$ cat config.mk
export PLATFORM = sky130hd
export DESIGN_NAME = event_uart_reporter
export DESIGN_NICKNAME = d
export VERILOG_FILES = /design/src/rtl/seq_pkg.sv /design/src/rtl/sync_fifo.sv /design/src/rtl/event_uart_reporter.sv
export SDC_FILE = /design/constraint.sdc
export NUM_CORES = 1
export LEC_CHECK = 0
export BUFFER_PORTS_ARGS = -buffer_cell sky130_fd_sc_hd__buf_2
export CAP_MARGIN = 10
export CORE_MARGIN = 2
export CORE_UTILIZATION = 48
export CTS_CLUSTER_DIAMETER = 120
export DETAILED_ROUTE_END_ITERATION = 8
export PLACE_DENSITY = 0.7
export SETUP_SLACK_MARGIN = 0.05
export SYNTH_ARGS = -nofsm -noshare
export SYNTH_HDL_FRONTEND = slang
export SYNTH_HIERARCHICAL = 1
export SYNTH_SLANG_ARGS = --single-unit
$ cat constraint.sdc
create_clock -name clk -period 2.35 [get_ports clk]
set_input_delay 0 -clock clk [delete_from_list [all_inputs] [get_ports clk]]
set_output_delay 0 -clock clk [all_outputs]
set_load 0.03 [all_outputs]
$ cat src/rtl/seq_pkg.sv
// Shared types and constants for the event-to-UART reporter.
package seq_pkg;

    // Upper nibble of every framed header byte.
    localparam logic [3:0] SYNC_NIBBLE = 4'hA;

    typedef enum logic {
        RAW    = 1'b0,
        FRAMED = 1'b1
    } report_mode_e;

    typedef enum logic [1:0] {
        IDLE = 2'd0,
        HDR  = 2'd1,
        PAY  = 2'd2,
        CSUM = 2'd3
    } ser_state_e;

    // Number of bytes needed to carry a payload of the given width.
    function automatic int payload_bytes(input int payload_w);
        return (payload_w + 7) / 8;
    endfunction

    // Channel-number field width; never narrower than one bit.
    function automatic int ch_bits(input int num_ch);
        return (num_ch > 1) ? $clog2(num_ch) : 1;
    endfunction

endpackage

$ cat src/rtl/sync_fifo.sv
// Single-clock FIFO with occupancy output. Push while full and pop while
// empty are ignored, so callers may gate loosely.
module sync_fifo #(
    parameter int WIDTH = 8,
    parameter int DEPTH = 4
) (
    input  logic                     clk,
    input  logic                     rstn,
    input  logic                     push,
    input  logic [WIDTH-1:0]         push_data,
    input  logic                     pop,
    output logic [WIDTH-1:0]         pop_data,
    output logic                     full,
    output logic                     empty,
    output logic [$clog2(DEPTH):0]   level
);

    localparam int AW = $clog2(DEPTH);

    logic [WIDTH-1:0] mem [DEPTH];
    logic [AW-1:0]    wr_ptr;
    logic [AW-1:0]    rd_ptr;
    logic             do_push;
    logic             do_pop;

    assign full     = (level == (AW+1)'(DEPTH));
    assign empty    = (level == '0);
    assign do_push  = push && !full;
    assign do_pop   = pop && !empty;
    assign pop_data = mem[rd_ptr];

    // Storage array; contents need no reset because level guards reads.
    always_ff @(posedge clk) begin
        if (do_push) begin
            mem[wr_ptr] <= push_data;
        end
    end

    // Pointers and occupancy.
    always_ff @(posedge clk or negedge rstn) begin
        if (!rstn) begin
            wr_ptr <= '0;
            rd_ptr <= '0;
            level  <= '0;
        end else begin
            if (do_push) wr_ptr <= wr_ptr + 1'b1;
            if (do_pop)  rd_ptr <= rd_ptr + 1'b1;
            case ({do_push, do_pop})
                2'b10:   level <= level + 1'b1;
                2'b01:   level <= level - 1'b1;
                default: level <= level;
            endcase
        end
    end

endmodule

$ cat src/rtl/event_uart_reporter.sv
// Turns rising edges on level-type event sources into byte frames on a
// valid/ready stream: one frame per rising edge, however long the level holds.
// Handshake: a byte transfers on a cycle where tx_valid && tx_ready; once
// tx_valid is high, tx_valid and tx_data hold until that transfer.
module event_uart_reporter
    import seq_pkg::*;
#(
    parameter int NUM_CH     = 2,
    parameter int PAYLOAD_W  = 8,
    parameter int FIFO_DEPTH = 4,
    parameter int MODE       = 1
) (
    input  logic                          clk,
    input  logic                          rstn,
    input  logic [NUM_CH-1:0]             ev_level,
    input  logic [NUM_CH*PAYLOAD_W-1:0]   ev_data,
    output logic [7:0]                    tx_data,
    output logic                          tx_valid,
    input  logic                          tx_ready,
    output logic [$clog2(FIFO_DEPTH):0]   fifo_level,
    output logic [7:0]                    drop_count,
    output ser_state_e                    ser_state
);

    localparam int NB      = payload_bytes(PAYLOAD_W);
    localparam int CH_W    = ch_bits(NUM_CH);
    localparam int ENTRY_W = CH_W + PAYLOAD_W;
    localparam int SH_W    = NB * 8;
    localparam int CNT_W   = (NB > 1) ? $clog2(NB) : 1;
    localparam bit FRAMED_MODE = (MODE == int'(FRAMED));

    logic                  armed;
    logic [NUM_CH-1:0]     prev;
    logic [NUM_CH-1:0]     rise;
    logic [NUM_CH-1:0]     pending;
    logic [PAYLOAD_W-1:0]  pay [NUM_CH];
    logic [NUM_CH-1:0]     grant;
    logic [CH_W-1:0]       grant_ch;
    logic [PAYLOAD_W-1:0]  grant_pay;
    logic                  fifo_push;
    logic                  fifo_pop;
    logic                  fifo_full;
    logic                  fifo_empty;
    logic [ENTRY_W-1:0]    fifo_out;
    logic [4:0]            drops;
    logic [8:0]            drop_sum;

    ser_state_e            state;
    ser_state_e            state_next;
    logic [SH_W-1:0]       shift;
    logic [7:0]            csum;
    logic [CH_W-1:0]       hdr_ch;
    logic [CNT_W-1:0]      byte_cnt;

    // Detection stays disarmed for the first cycle after reset so a level
    // already high at release is absorbed into prev instead of firing.
    assign rise = armed ? (ev_level & ~prev) : '0;

    // Edge-detect history and arming.
    always_ff @(posedge clk or negedge rstn) begin
        if (!rstn) begin
            armed <= 1'b0;
            prev  <= '0;
        end else begin
            armed <= 1'b1;
            prev  <= ev_level;
        end
    end

    // Fixed-priority arbiter: lowest pending channel goes to the FIFO.
    always_comb begin
        grant     = '0;
        grant_ch  = '0;
        grant_pay = '0;
        fifo_push = 1'b0;
        for (int i = 0; i < NUM_CH; i++) begin
            if (pending[i] && !fifo_push && !fifo_full) begin
                grant[i]  = 1'b1;
                grant_ch  = CH_W'(i);
                grant_pay = pay[i];
                fifo_push = 1'b1;
            end
        end
    end

    // A rise is lost only when its slot is occupied and not draining now.
    always_comb begin
        drops = '0;
        for (int i = 0; i < NUM_CH; i++) begin
            if (rise[i] && pending[i] && !grant[i]) drops = drops + 5'd1;
        end
    end

    assign drop_sum = {1'b0, drop_count} + 9'(drops);

    // Per-channel capture slots.
    always_ff @(posedge clk or negedge rstn) begin
        if (!rstn) begin
            pending <= '0;
            for (int i = 0; i < NUM_CH; i++) pay[i] <= '0;
        end else begin
            for (int i = 0; i < NUM_CH; i++) begin
                if (rise[i] && (!pending[i] || grant[i])) begin
                    pending[i] <= 1'b1;
                    pay[i]     <= ev_data[i*PAYLOAD_W +: PAYLOAD_W];
                end else if (grant[i]) begin
                    pending[i] <= 1'b0;
                end
            end
        end
    end

    // Saturating lost-event counter.
    always_ff @(posedge clk or negedge rstn) begin
        if (!rstn) begin
            drop_count <= '0;
        end else begin
            drop_count <= (drop_sum > 9'd255) ? 8'hFF : drop_sum[7:0];
        end
    end

    sync_fifo #(
        .WIDTH (ENTRY_W),
        .DEPTH (FIFO_DEPTH)
    ) u_fifo (
        .clk       (clk),
        .rstn      (rstn),
        .push      (fifo_push),
        .push_data ({grant_ch, grant_pay}),
        .pop       (fifo_pop),
        .pop_data  (fifo_out),
        .full      (fifo_full),
        .empty     (fifo_empty),
        .level     (fifo_level)
    );

    // Serializer state register.
    always_ff @(posedge clk or negedge rstn) begin
        if (!rstn) state <= IDLE;
        else       state <= state_next;
    end

    // Serializer next state and byte presentation; valid comes straight from
    // the state so reset drops it without waiting for a clock.
    always_comb begin
        state_next = state;
        fifo_pop   = 1'b0;
        tx_valid   = 1'b0;
        tx_data    = 8'h00;
        case (state)
            IDLE: begin
                if (!fifo_empty) begin
                    fifo_pop   = 1'b1;
                    state_next = FRAMED_MODE ? HDR : PAY;
                end
            end
            HDR: begin
                tx_valid = 1'b1;
                tx_data  = {SYNC_NIBBLE, 4'(hdr_ch)};
                if (tx_ready) state_next = PAY;
            end
            PAY: begin
                tx_valid = 1'b1;
                tx_data  = shift[SH_W-1 -: 8];
                if (tx_ready && (byte_cnt == CNT_W'(NB-1)))
                    state_next = FRAMED_MODE ? CSUM : IDLE;
            end
            CSUM: begin
                tx_valid = 1'b1;
                tx_data  = csum;
                if (tx_ready) state_next = IDLE;
            end
            default: state_next = IDLE;
        endcase
    end

    // Serializer datapath: load on pop, advance one byte per payload transfer.
    always_ff @(posedge clk or negedge rstn) begin
        if (!rstn) begin
            shift    <= '0;
            csum     <= '0;
            hdr_ch   <= '0;
            byte_cnt <= '0;
        end else begin
            if (fifo_pop) begin
                hdr_ch   <= fifo_out[ENTRY_W-1 -: CH_W];
                shift    <= SH_W'(fifo_out[PAYLOAD_W-1:0]);
                csum     <= FRAMED_MODE ? {SYNC_NIBBLE, 4'(fifo_out[ENTRY_W-1 -: CH_W])} : 8'h00;
                byte_cnt <= '0;
            end else if (state == PAY && tx_ready) begin
                shift    <= shift << 8;
                csum     <= csum ^ shift[SH_W-1 -: 8];
                byte_cnt <= byte_cnt + 1'b1;
            end
        end
    end

    assign ser_state = state;

endmodule

==> impl_metrics.json, run 1 <==
{
  "status": "finished, final reports clean",
  "grtUsageMet1_pct": 22.0,
  "ys_ff_latch": 92,
  "fp.dieW_um": 96.9,
  "final_cells": 486,
  "slowest_delay_ns": 0.43,
  "layout.nets": 412,
  "vias": 2492,
  "peakVddDrop_uv": 546,
  "grt_overflow": 0,
  "syn_area_um2": 4140,
  "die_height_um": 96.9,
  "cts_buffers": 9,
  "core_um2": 8300,
  "hold_class": "input port to register",
  "crit_chain": "nor3b_4 > nand2_1 > nor2_1 > ha_1 > ha_2 > fa_2 > and4_4 > buf_4 > nor2_1 > mux2i_1",
  "start_util_pct": 49.9,
  "synth_top_family_by_area": "multiplexers",
  "synth.area.mux_share_pct": 11.8,
  "place.gp.congestion": 0.805,
  "yosys.area_share.adder_pct": 4.89,
  "syn_nets": 333,
  "avgRoutedWirePerCell_um": 15.5,
  "tns_ns": 0,
  "drv_cap": 0,
  "grt_pass1_vias": 2484,
  "io_buffers": 42,
  "critPathMaxFanout": 4,
  "reg2reg_slack_ns": 0.03,
  "clk-insertion-delay-late_ns": 0.35,
  "dieArea_um2": 9390,
  "arrival_ns": 2.55,
  "met3_usage_pct": 4.34,
  "cp-start-kind": "register",
  "ys_seq_area_share_pct": 59.9,
  "num_rows": 33,
  "fin_worst_skew_ns": 0.00892,
  "pwr-share-seq_pct": 40.8,
  "synth_warnings": 6,
  "finalSetupViolCount": 0,
  "worst_pin_slew_ns": 0.611,
  "power.density_nw_per_um2": 1180,
  "synth.distinct_cells": 44,
  "p_sw_w": 0.00208,
  "fin_crit_ns": 2.32,
  "min_period_over_period_pct": 98.7,
  "worst-path-buf-inv": 1,
  "cp.required_ns": 2.58,
  "synth_top_area_share_pct": 33.8,
  "grt_max_degree": 26,
  "async_flop_share_pct": 60.9,
  "synth_ff_type": "dfrtp_1",
  "end_kind": "register",
  "synth_area_leader_cell": "dfrtp_1",
  "synth-simple-area-share_pct": 9.70,
  "finalHoldViolations": 0,
  "clk_path_buf_depth": 2,
  "final_cell_mix": "dfrtp_1 (51), buf_2 (42), edfxtp_1 (36)",
  "dp_hpwl_um": 4990,
  "synth_area_leaders": "dfrtp_1 (34%), edfxtp_1 (26%), mux2_4 (6.2%)",
  "pre_cts_slack_ns": 0.0368,
  "layout_setup_ws_ns": 0.0308,
  "first_pass_iters": 4,
  "wl_um": 7540,
  "drt_iter0_markers": 103,
  "final_layout_size_suffix_gt1_share_pct": 34.1,
  "swShare_pct": 35.0,
  "power.share.clock_pct": 21.2,
  "synth_xor_xnor_area_share_pct": 3.17,
  "p_leak_nw": 2.22,
  "finalPower_w": 0.00594,
  "dp_cells": 442,
  "clock-sinks": 92,
  "avgSynthCellArea_um2": 13.9,
  "drt-vias-per-instance": 5.13,
  "gr-usage-met2_pct": 27.2,
  "antenna_found_initial": 0,
  "drc": 0,
  "fmax_mhz": 431,
  "area_growth_pct": 21.5,
  "htreeDepth": 3,
  "synthCells": 297,
  "ioPinCount": 43,
  "grt_usage_pct": 16.7,
  "drv_slew": 0,
  "cts_root_buf": "clkbuf_8",
  "rsz0062_at_grt": "true",
  "path_common_cell": "nor2_1",
  "path_class": "register to register",
  "p_comb_share_pct": 38.0,
  "grt-busiest-layer": "met2",
  "critPathTopFamily": "adder cells",
  "slew_headroom_pct": 59.3,
  "final.fill_count": 641,
  "cp_slowest_cell": "dfrtp_2",
  "synth-compound-area-share_pct": 7.49,
  "cts_tree": "yes",
  "grt_pass1_wl_um": 12400,
  "layout_commonest_cell": "dfrtp_1",
  "clk_pin_slew_ns": 0.09,
  "drtAntennaViolNets": 0,
  "p_int_w": 0.00386,
  "diodes": 0,
  "synth_edf_count": 36
}
==> routing by layer <==
layer  routed length (µm)  part of all wire (%)  vias up
met1                 3430                    46     1201
li1                     -                     -     1227
met5                    0                     0        -
met3                  300                   4.0        7
met4                   88                   1.2        0
met2                 3710                    49       57
==> kinds of logic (layout without fill, tap and decap cells) <==
| family | after synthesis | in the layout |
|---|---|---|
| flip-flops | 92 | 92 |
| AND/OR/NAND/NOR | 79 | 79 |
| AO/OA/AOI/OAI | 41 | 41 |
| multiplexers | 29 | 29 |
| buffers and inverters | 25 | 109 |
| adder cells (fa/ha/maj) | 15 | 15 |
| XOR/XNOR | 15 | 15 |
| other | 1 | 1 |
==> through the flow <==
stage                     cell area, µm²  hold WS, ns  util, %
final                               5030        0.111     60.7
after detailed placement            4520       0.0489     54.5
after global routing                5030        0.117     60.7
after floorplan                     4190       -0.296        -
after CTS                           4980       0.0896     60.0
after global placement              4520       0.0341     54.5
==> power by group through the flow <==
stage	registers [W]	clock network (W)	logic, W
floorplan	0.00247	0	0.00156
global placement	0.00246	0	0.00205
detailed placement	0.00247	0	0.00211
CTS	0.00245	0.00130	0.00217
global route	0.00247	0.00137	0.00247
finish	0.00242	0.00126	0.00226
==> worst reg2reg max path: stages (launching register included) <==
cell and delay [ns]:
dfrtp_2 0.43, nor3b_4 0.29, nand2_1 0.11, nor2_1 0.12, ha_1 0.25, ha_2 0.19, fa_2 0.36, and4_4 0.17
buf_4 0.12, nor2_1 0.08, mux2i_1 0.08
==> what timing repair did <==
action                                  CTS  global route
endpoints found under the hold margin    44             0
endpoints found under the setup margin    5             7
setup buffers                             3             7
pin swaps                                 5             6
resized for setup                         1             4
hold buffers                             19             0
==> layout make-up <==
type,instances,area (µm²),share of cell area [%]
Multi-Input combinational cell,180,1580,31.3
Sequential cell,92,2490,49.4
Tap cell,105,131,2.61
Inverter,13,51.3,1.02
Clock buffer,9,124,2.46
Clock inverter,7,120,2.39
Timing Repair Buffer,80,543,10.8
==> sequential cells by signal (all words and copies together) (netlist names), 3 cells and up <==
register / cells
csum: 8
drop_count: 8
pay: 16
shift: 8
u_fifo/level: 3
u_fifo/mem: 36
==> cells in the mapped netlist, types with 3 or more instances <==
library cell / instances
xnor2_1: 3
xor2_1: 12
and2_2: 4
dfrtp_1: 56
nor2b_1: 3
nor2_1: 29
inv_1: 12
ha_1: 13
nand2b_1: 5
nand3_1: 13
clkbuf_1: 3
nand2_1: 13
mux2_4: 17
a21oi_1: 4
mux4_2: 9
o21a_1: 3
a22oi_1: 16
a22o_1: 8
buf_2: 6
edfxtp_1: 36
==> path summary, 6_finish.rpt <==
| check | cells past startpoint | end | start |
|---|---|---|---|
| min in group asynchronous | 2 | csum[1] | rstn |
| max in group asynchronous | 4 | pay[10] | rstn |
| min reg2reg | 2 | hdr_ch | hdr_ch |
| max | 10 | drop_count[7] | u_fifo/level[1] |
| max reg2reg | 10 | drop_count[7] | u_fifo/level[1] |
| min | 4 | csum[7] | tx_ready |
Power figures use the tool's default switching activity.
==> run 2, diff against run 1 <==
--- a/config.mk
+++ b/config.mk
@@ -5,13 +5,13 @@
 export SDC_FILE = /design/constraint.sdc
 export NUM_CORES = 1
 export LEC_CHECK = 0
+export ABC_CLOCK_PERIOD_IN_PS = 2350
 export BUFFER_PORTS_ARGS = -buffer_cell sky130_fd_sc_hd__buf_2
-export CAP_MARGIN = 10
 export CORE_MARGIN = 2
-export CORE_UTILIZATION = 48
+export CORE_UTILIZATION = 50
 export CTS_CLUSTER_DIAMETER = 120
 export DETAILED_ROUTE_END_ITERATION = 8
-export PLACE_DENSITY = 0.7
+export PLACE_DENSITY = 0.72
 export SETUP_SLACK_MARGIN = 0.05
 export SYNTH_ARGS = -nofsm -noshare
 export SYNTH_HDL_FRONTEND = slang
==> run 2 against run 1 <==
Clock power fell by 24%. Sequential share of layout area is 0.48 points higher. Highest routed layer unchanged. Global-route usage is 1.6 points higher. Combinational power barely moved. Power is 4.6% lower. Die area down 3.8%. Critical endpoint is now drop_count[3]. Fmax is 1.7% higher. Critical path type unchanged. Register-to-register slack better by 0.04 ns.
==> impl_metrics.json, run 2 (synthesis results as in run 1) <==
{
  "first_pass_iters": 6,
  "arrival_ns": 2.51,
  "power.density_nw_per_um2": 1140,
  "diodes": 0,
  "finalHoldViolations": 0,
  "drc": 0,
  "dieArea_um2": 9030,
  "fin_util_pct": 61.3,
  "die_height_um": 95.0,
  "cp.required_ns": 2.58,
  "drv_slew": 0,
  "finalSetupViolCount": 0,
  "io_buffers": 42,
  "clock-sinks": 92,
  "cp-start-kind": "register",
  "largestRegisters": "u_fifo/mem x36, pay x16",
  "slowest_delay_ns": 0.43,
  "worst_pin_slew_ns": 0.919,
  "final_cells": 486,
  "drtAntennaViolNets": 0,
  "regArea_um2": 2490,
  "area_growth_pct": 20.4,
  "final_layout_size_suffix_gt1_share_pct": 34.9,
  "tns_ns": 0,
  "avgRoutedWirePerCell_um": 15.6,
  "fp.dieW_um": 95.0,
  "fin_crit_ns": 2.28,
  "final_cell_mix": "dfrtp_1 (51), buf_2 (42), edfxtp_1 (36)",
  "grt_pass1_vias": 2515,
  "cts_buffers": 9,
  "path_class": "register to register",
  "fin_worst_skew_ns": 0.0133,
  "rsz0062_at_grt": "true",
  "multiInputGateArea_um2": 1590,
  "hold_class": "input port to register",
  "layout.nets": 412,
  "dp_cells": 442,
  "cp_slowest_cell": "dfrtp_2",
  "drt_iter0_markers": 154,
  "start_util_pct": 50.9,
  "place.gp.congestion": 0.763,
  "critPathMaxFanout": 4,
  "drv_cap": 0,
  "clk-insertion-delay-late_ns": 0.35,
  "cts_tree": "yes",
  "fmax_mhz": 438,
  "cts_root_buf": "clkbuf_8",
  "ioPinCount": 43,
  "worst-path-buf-inv": 0,
  "grt_pass1_wl_um": 12300,
  "end_kind": "register",
  "clk_pin_slew_ns": 0.09,
  "ff2ff_path_depth": 9,
  "min_period_over_period_pct": 97.1,
  "clk_path_buf_depth": 2,
  "grt_overflow": 0,
  "drt-vias-per-instance": 5.28,
  "critPathTopFamily": "simple AND/OR/NAND/NOR gates",
  "regMostFlops": "u_fifo/mem",
  "final.fill_count": 634,
  "num_rows": 33,
  "crit_chain": "nor3b_4 > nand2_2 > nor2_1 > ha_1 > ha_2 > fa_2 > and4_4 > nand4_1 > nand3_1",
  "core_um2": 8130,
  "vias": 2567,
  "antenna_found_initial": 0,
  "holdPathStages": 4,
  "layout_commonest_cell": "dfrtp_1",
  "htreeDepth": 3,
  "dp_hpwl_um": 5120,
  "grt_max_degree": 41,
  "grt_usage_pct": 18.3,
  "hold_ws_ns": 0.113,
  "peakVddDrop_uv": 472,
  "p_leak_nw": 2.18,
  "pre_cts_slack_ns": 0.0299,
  "layout_setup_ws_ns": 0.0691,
  "slew_headroom_pct": 38.7,
  "crit_cells": 9,
  "wl_um": 7570,
  "largest_reg_flops": 36,
  "status": "finished, final reports clean"
}
[run 2: cell count changes in the layout (fill, tap and decap cells not counted), sizes merged]
cell | before | now
bufinv | 3 | 0
clkinvlp | 1 | 2
clkinv | 1 | 3
[run 2: final cells by class]
type,count,share of cell area (%)
Tap cell,105,2.64
Clock inverter,7,1.00
Inverter,13,1.03
Clock buffer,9,2.48
Sequential cell,92,49.9
Multi-Input combinational cell,180,32.0
Timing Repair Buffer,80,11.0
[run 2: worst paths after layout]
check | start | to | slack (ns)
min reg2reg | hdr_ch | hdr_ch | 0.49
max in group asynchronous | rstn | drop_count[5] | 1.36
min in group asynchronous | rstn | csum[1] | 0.30
max reg2reg | u_fifo/level[1] | drop_count[3] | 0.07
min | tx_ready | csum[7] | 0.11
max | u_fifo/level[1] | drop_count[3] | 0.07
[run 2: power by group]
group | internal [W] | switching (W)
sequential | 0.00211 | 0.000324
combinational | 0.00105 | 0.00123
clock | 0.000388 | 0.000565
[run 2: through the flow]
| step | total power (W) | instance area [µm²] |
|---|---|---|
| floorplan | 0.00403 | 4190 |
| global placement | 0.00449 | 4520 |
| detailed placement | 0.00459 | 4520 |
| CTS | 0.00560 | 4900 |
| global route | 0.00606 | 4980 |
| finish | 0.00566 | 4980 |
[run 2: routing by layer]
layer  share of wire (%)  track usage, %
met1                  46            24.5
met2                  50            29.4
met3                 2.9            3.48
met4                 1.1            7.97
met5                   0               0
[run 2: worst register-to-register path: cells and delay by family (launching register included)]
family	cells	cell delay (ns)
adder cells (fa/ha/maj)	3	0.78
flip-flops	1	0.43
AND/OR/NAND/NOR	6	0.94
[run 2: repair_timing]
| item | CTS | global route |
|---|---|---|
| hold buffers | 19 | 0 |
| pin swaps | 3 | 8 |
| buffers inserted | 2 | 7 |
| endpoints found under the setup margin | 2 | 8 |
| endpoints found under the hold margin | 58 | 0 |
| gates resized for setup | 2 | 8 |
==> run 3, diff against run 2 <==
--- a/config.mk
+++ b/config.mk
@@ -5,13 +5,12 @@
 export SDC_FILE = /design/constraint.sdc
 export NUM_CORES = 1
 export LEC_CHECK = 0
-export ABC_CLOCK_PERIOD_IN_PS = 2350
+export ABC_CLOCK_PERIOD_IN_PS = 2100
 export BUFFER_PORTS_ARGS = -buffer_cell sky130_fd_sc_hd__buf_2
 export CORE_MARGIN = 2
-export CORE_UTILIZATION = 50
+export CORE_UTILIZATION = 36
 export CTS_CLUSTER_DIAMETER = 120
 export DETAILED_ROUTE_END_ITERATION = 8
-export PLACE_DENSITY = 0.72
 export SETUP_SLACK_MARGIN = 0.05
 export SYNTH_ARGS = -nofsm -noshare
 export SYNTH_HDL_FRONTEND = slang
==> constraint.sdc (replaced) <==
create_clock -name clk -period 2.1 [get_ports clk]
set_input_delay 0 -clock clk [delete_from_list [all_inputs] [get_ports clk]]
set_output_delay 0 -clock clk [all_outputs]
set_load 0.03 [all_outputs]
==> run 3 against run 2 <==
The flow now finishes with violations (setup timing). Fmax up 3.6%. Global-route usage decreased by 4.8 points. Sequential power grew 9.5%. First-iteration DRC count fell by 10%. Sequential share of layout area decreased by 2.3 points. Count of clock-buffer cells in the layout is 2 higher. Cell count is 10% higher. Hold slack better by 0.014 ns. Combinational power increased by 21%. Critical path type unchanged. Critical endpoint is now drop_count[5]. Largest power group is now combinational cells.
==> impl_metrics.json, run 3 (synthesis results as in run 1) <==
{
  "r2r-start": "u_fifo/level[1]",
  "arrival_ns": 2.41,
  "vias": 2582,
  "grt_overflow": 0,
  "status": "finished with violations",
  "final.fill_count": 1027,
  "final_cells": 536,
  "peakVddDrop_uv": 1010,
  "drc": 0,
  "io_buffers": 42,
  "worst_pin_slew_ns": 0.630,
  "area_growth_pct": 26.1,
  "grt_pass1_wl_um": 13100,
  "worst-path-buf-inv": 0,
  "layout_commonest_cell": "dfrtp_1",
  "final_area_um2": 5220,
  "cp-start-kind": "register",
  "end_kind": "register",
  "layout.nets": 424,
  "finalSetupViolCount": 8,
  "fin_crit_ns": 2.20,
  "htreeDepth": 3,
  "slew_headroom_pct": 58.0,
  "dp_hpwl_um": 5230,
  "min_period_over_period_pct": 105,
  "violations": "setup timing",
  "rsz0062_at_grt": "true",
  "regMostFlops": "u_fifo/mem",
  "min_from": "tx_ready",
  "ioPinCount": 43,
  "grt_max_degree": 26,
  "clk_pin_slew_ns": 0.06,
  "cts_buffers": 9,
  "dp_cells": 492,
  "path_class": "register to register",
  "drv_slew": 0,
  "num_rows": 39,
  "p_leak_nw": 2.29,
  "grt_usage_pct": 13.5,
  "finalPower_w": 0.00688,
  "dieArea_um2": 12400,
  "clock-sinks": 92,
  "final_cell_mix": "dfrtp_1 (51), buf_2 (41), edfxtp_1 (36)",
  "drt-vias-per-instance": 4.82,
  "finalHoldViolations": 0,
  "cp_slowest_cell": "dfrtp_2",
  "power.density_nw_per_um2": 1320,
  "placed_cell_area_um2": 4660,
  "place.gp.congestion": 0.763,
  "cts_tree": "yes",
  "crit_chain": "nor3b_4 > nand2_1 > nor2_1 > ha_1 > ha_2 > fa_2 > and4_4 > nand4_1 > nand3_1",
  "drt_iter0_markers": 138,
  "wl_um": 7740,
  "fp.dieW_um": 111,
  "diodes": 0,
  "grt_pass1_vias": 2595,
  "fin_worst_skew_ns": 0.00551,
  "layout_setup_ws_ns": -0.102,
  "antenna_found_initial": 0,
  "first_pass_iters": 6,
  "clk_path_buf_depth": 2,
  "cp-startpoint": "u_fifo/level[1]",
  "start_util_pct": 36.6,
  "largestRegisters": "u_fifo/mem x36, pay x16",
  "hold_ws_ns": 0.126,
  "critPathMaxFanout": 4,
  "hold_class": "input port to register",
  "final_layout_size_suffix_gt1_share_pct": 36.9,
  "fmax_mhz": 454,
  "cp.required_ns": 2.31,
  "clk-insertion-delay-late_ns": 0.34,
  "drv_cap": 0,
  "drtAntennaViolNets": 0,
  "critPathTopFamily": "simple AND/OR/NAND/NOR gates",
  "cts_root_buf": "clkbuf_16",
  "largest_reg_flops": 36,
  "die_height_um": 111,
  "slowest_delay_ns": 0.42,
  "core_um2": 11300,
  "avgRoutedWirePerCell_um": 14.4
}
[run 3: routing by layer]
metal	wire (µm)	track usage, %	vias up
met1	3670	18.1	1261
met3	342	3.83	14
met4	148	4.94	0
met2	3580	21.0	61
li1	-	-	1246
met5	0	0	-
[run 3: what timing repair did]
item / CTS / global route
endpoints found under the setup margin: 10 / 11
pin swaps: 8 / 9
buffers inserted: 1 / 8
resized for setup: 2 / 8
hold endpoints to repair: 43 / 0
hold buffers: 19 / 0
gates cloned: 0 / 0
[run 3: worst paths after layout]
check / end / slack (ns) / depth (start not counted)
setup reg to reg: drop_count[5] / -0.10 / 9
hold / removal: csum[7] / 0.13 / 4
hold reg to reg: hdr_ch / 0.49 / 2
setup / recovery: drop_count[5] / -0.10 / 9
min in group asynchronous: csum[2] / 0.22 / 2
max in group asynchronous: u_fifo/level[2] / 1.21 / 3
[run 3: power breakdown]
| part | switching [W] | total (W) | internal, W |
|---|---|---|---|
| clock network | 0.000627 | 0.00147 | 0.000838 |
| registers | 0.000303 | 0.00266 | 0.00236 |
| logic | 0.00146 | 0.00275 | 0.00129 |
| total | 0.00239 | 0.00688 | 0.00449 |
[run 3: stage by stage]
| stage | util [%] | setup WS (ns) | TNS [ns] |
|---|---|---|---|
| after floorplan | - | -0.213 | -1.49 |
| after global placement | 41.1 | -0.0625 | -0.260 |
| after detailed placement | 41.1 | -0.127 | -0.590 |
| after CTS | 45.4 | -0.130 | -0.732 |
| after global routing | 46.1 | -0.269 | -1.93 |
| final | 46.1 | -0.102 | -0.492 |
[run 3: area by class of cell]
type	instances	area (µm²)	area share, %
Sequential cell	92	2490	47.7
Multi-Input combinational cell	180	1590	30.4
Timing Repair Buffer	92	643	12.3
Clock buffer	11	246	4.72
Tap cell	143	179	3.43
Inverter	13	51.3	0.982
Clock inverter	5	27.5	0.527
[run 3: tightest hold or removal path, stage by stage]
cell     delay [ns]
buf_2          0.19
nand3_1        0.12
xor2_1         0.06
nand2_1        0.06
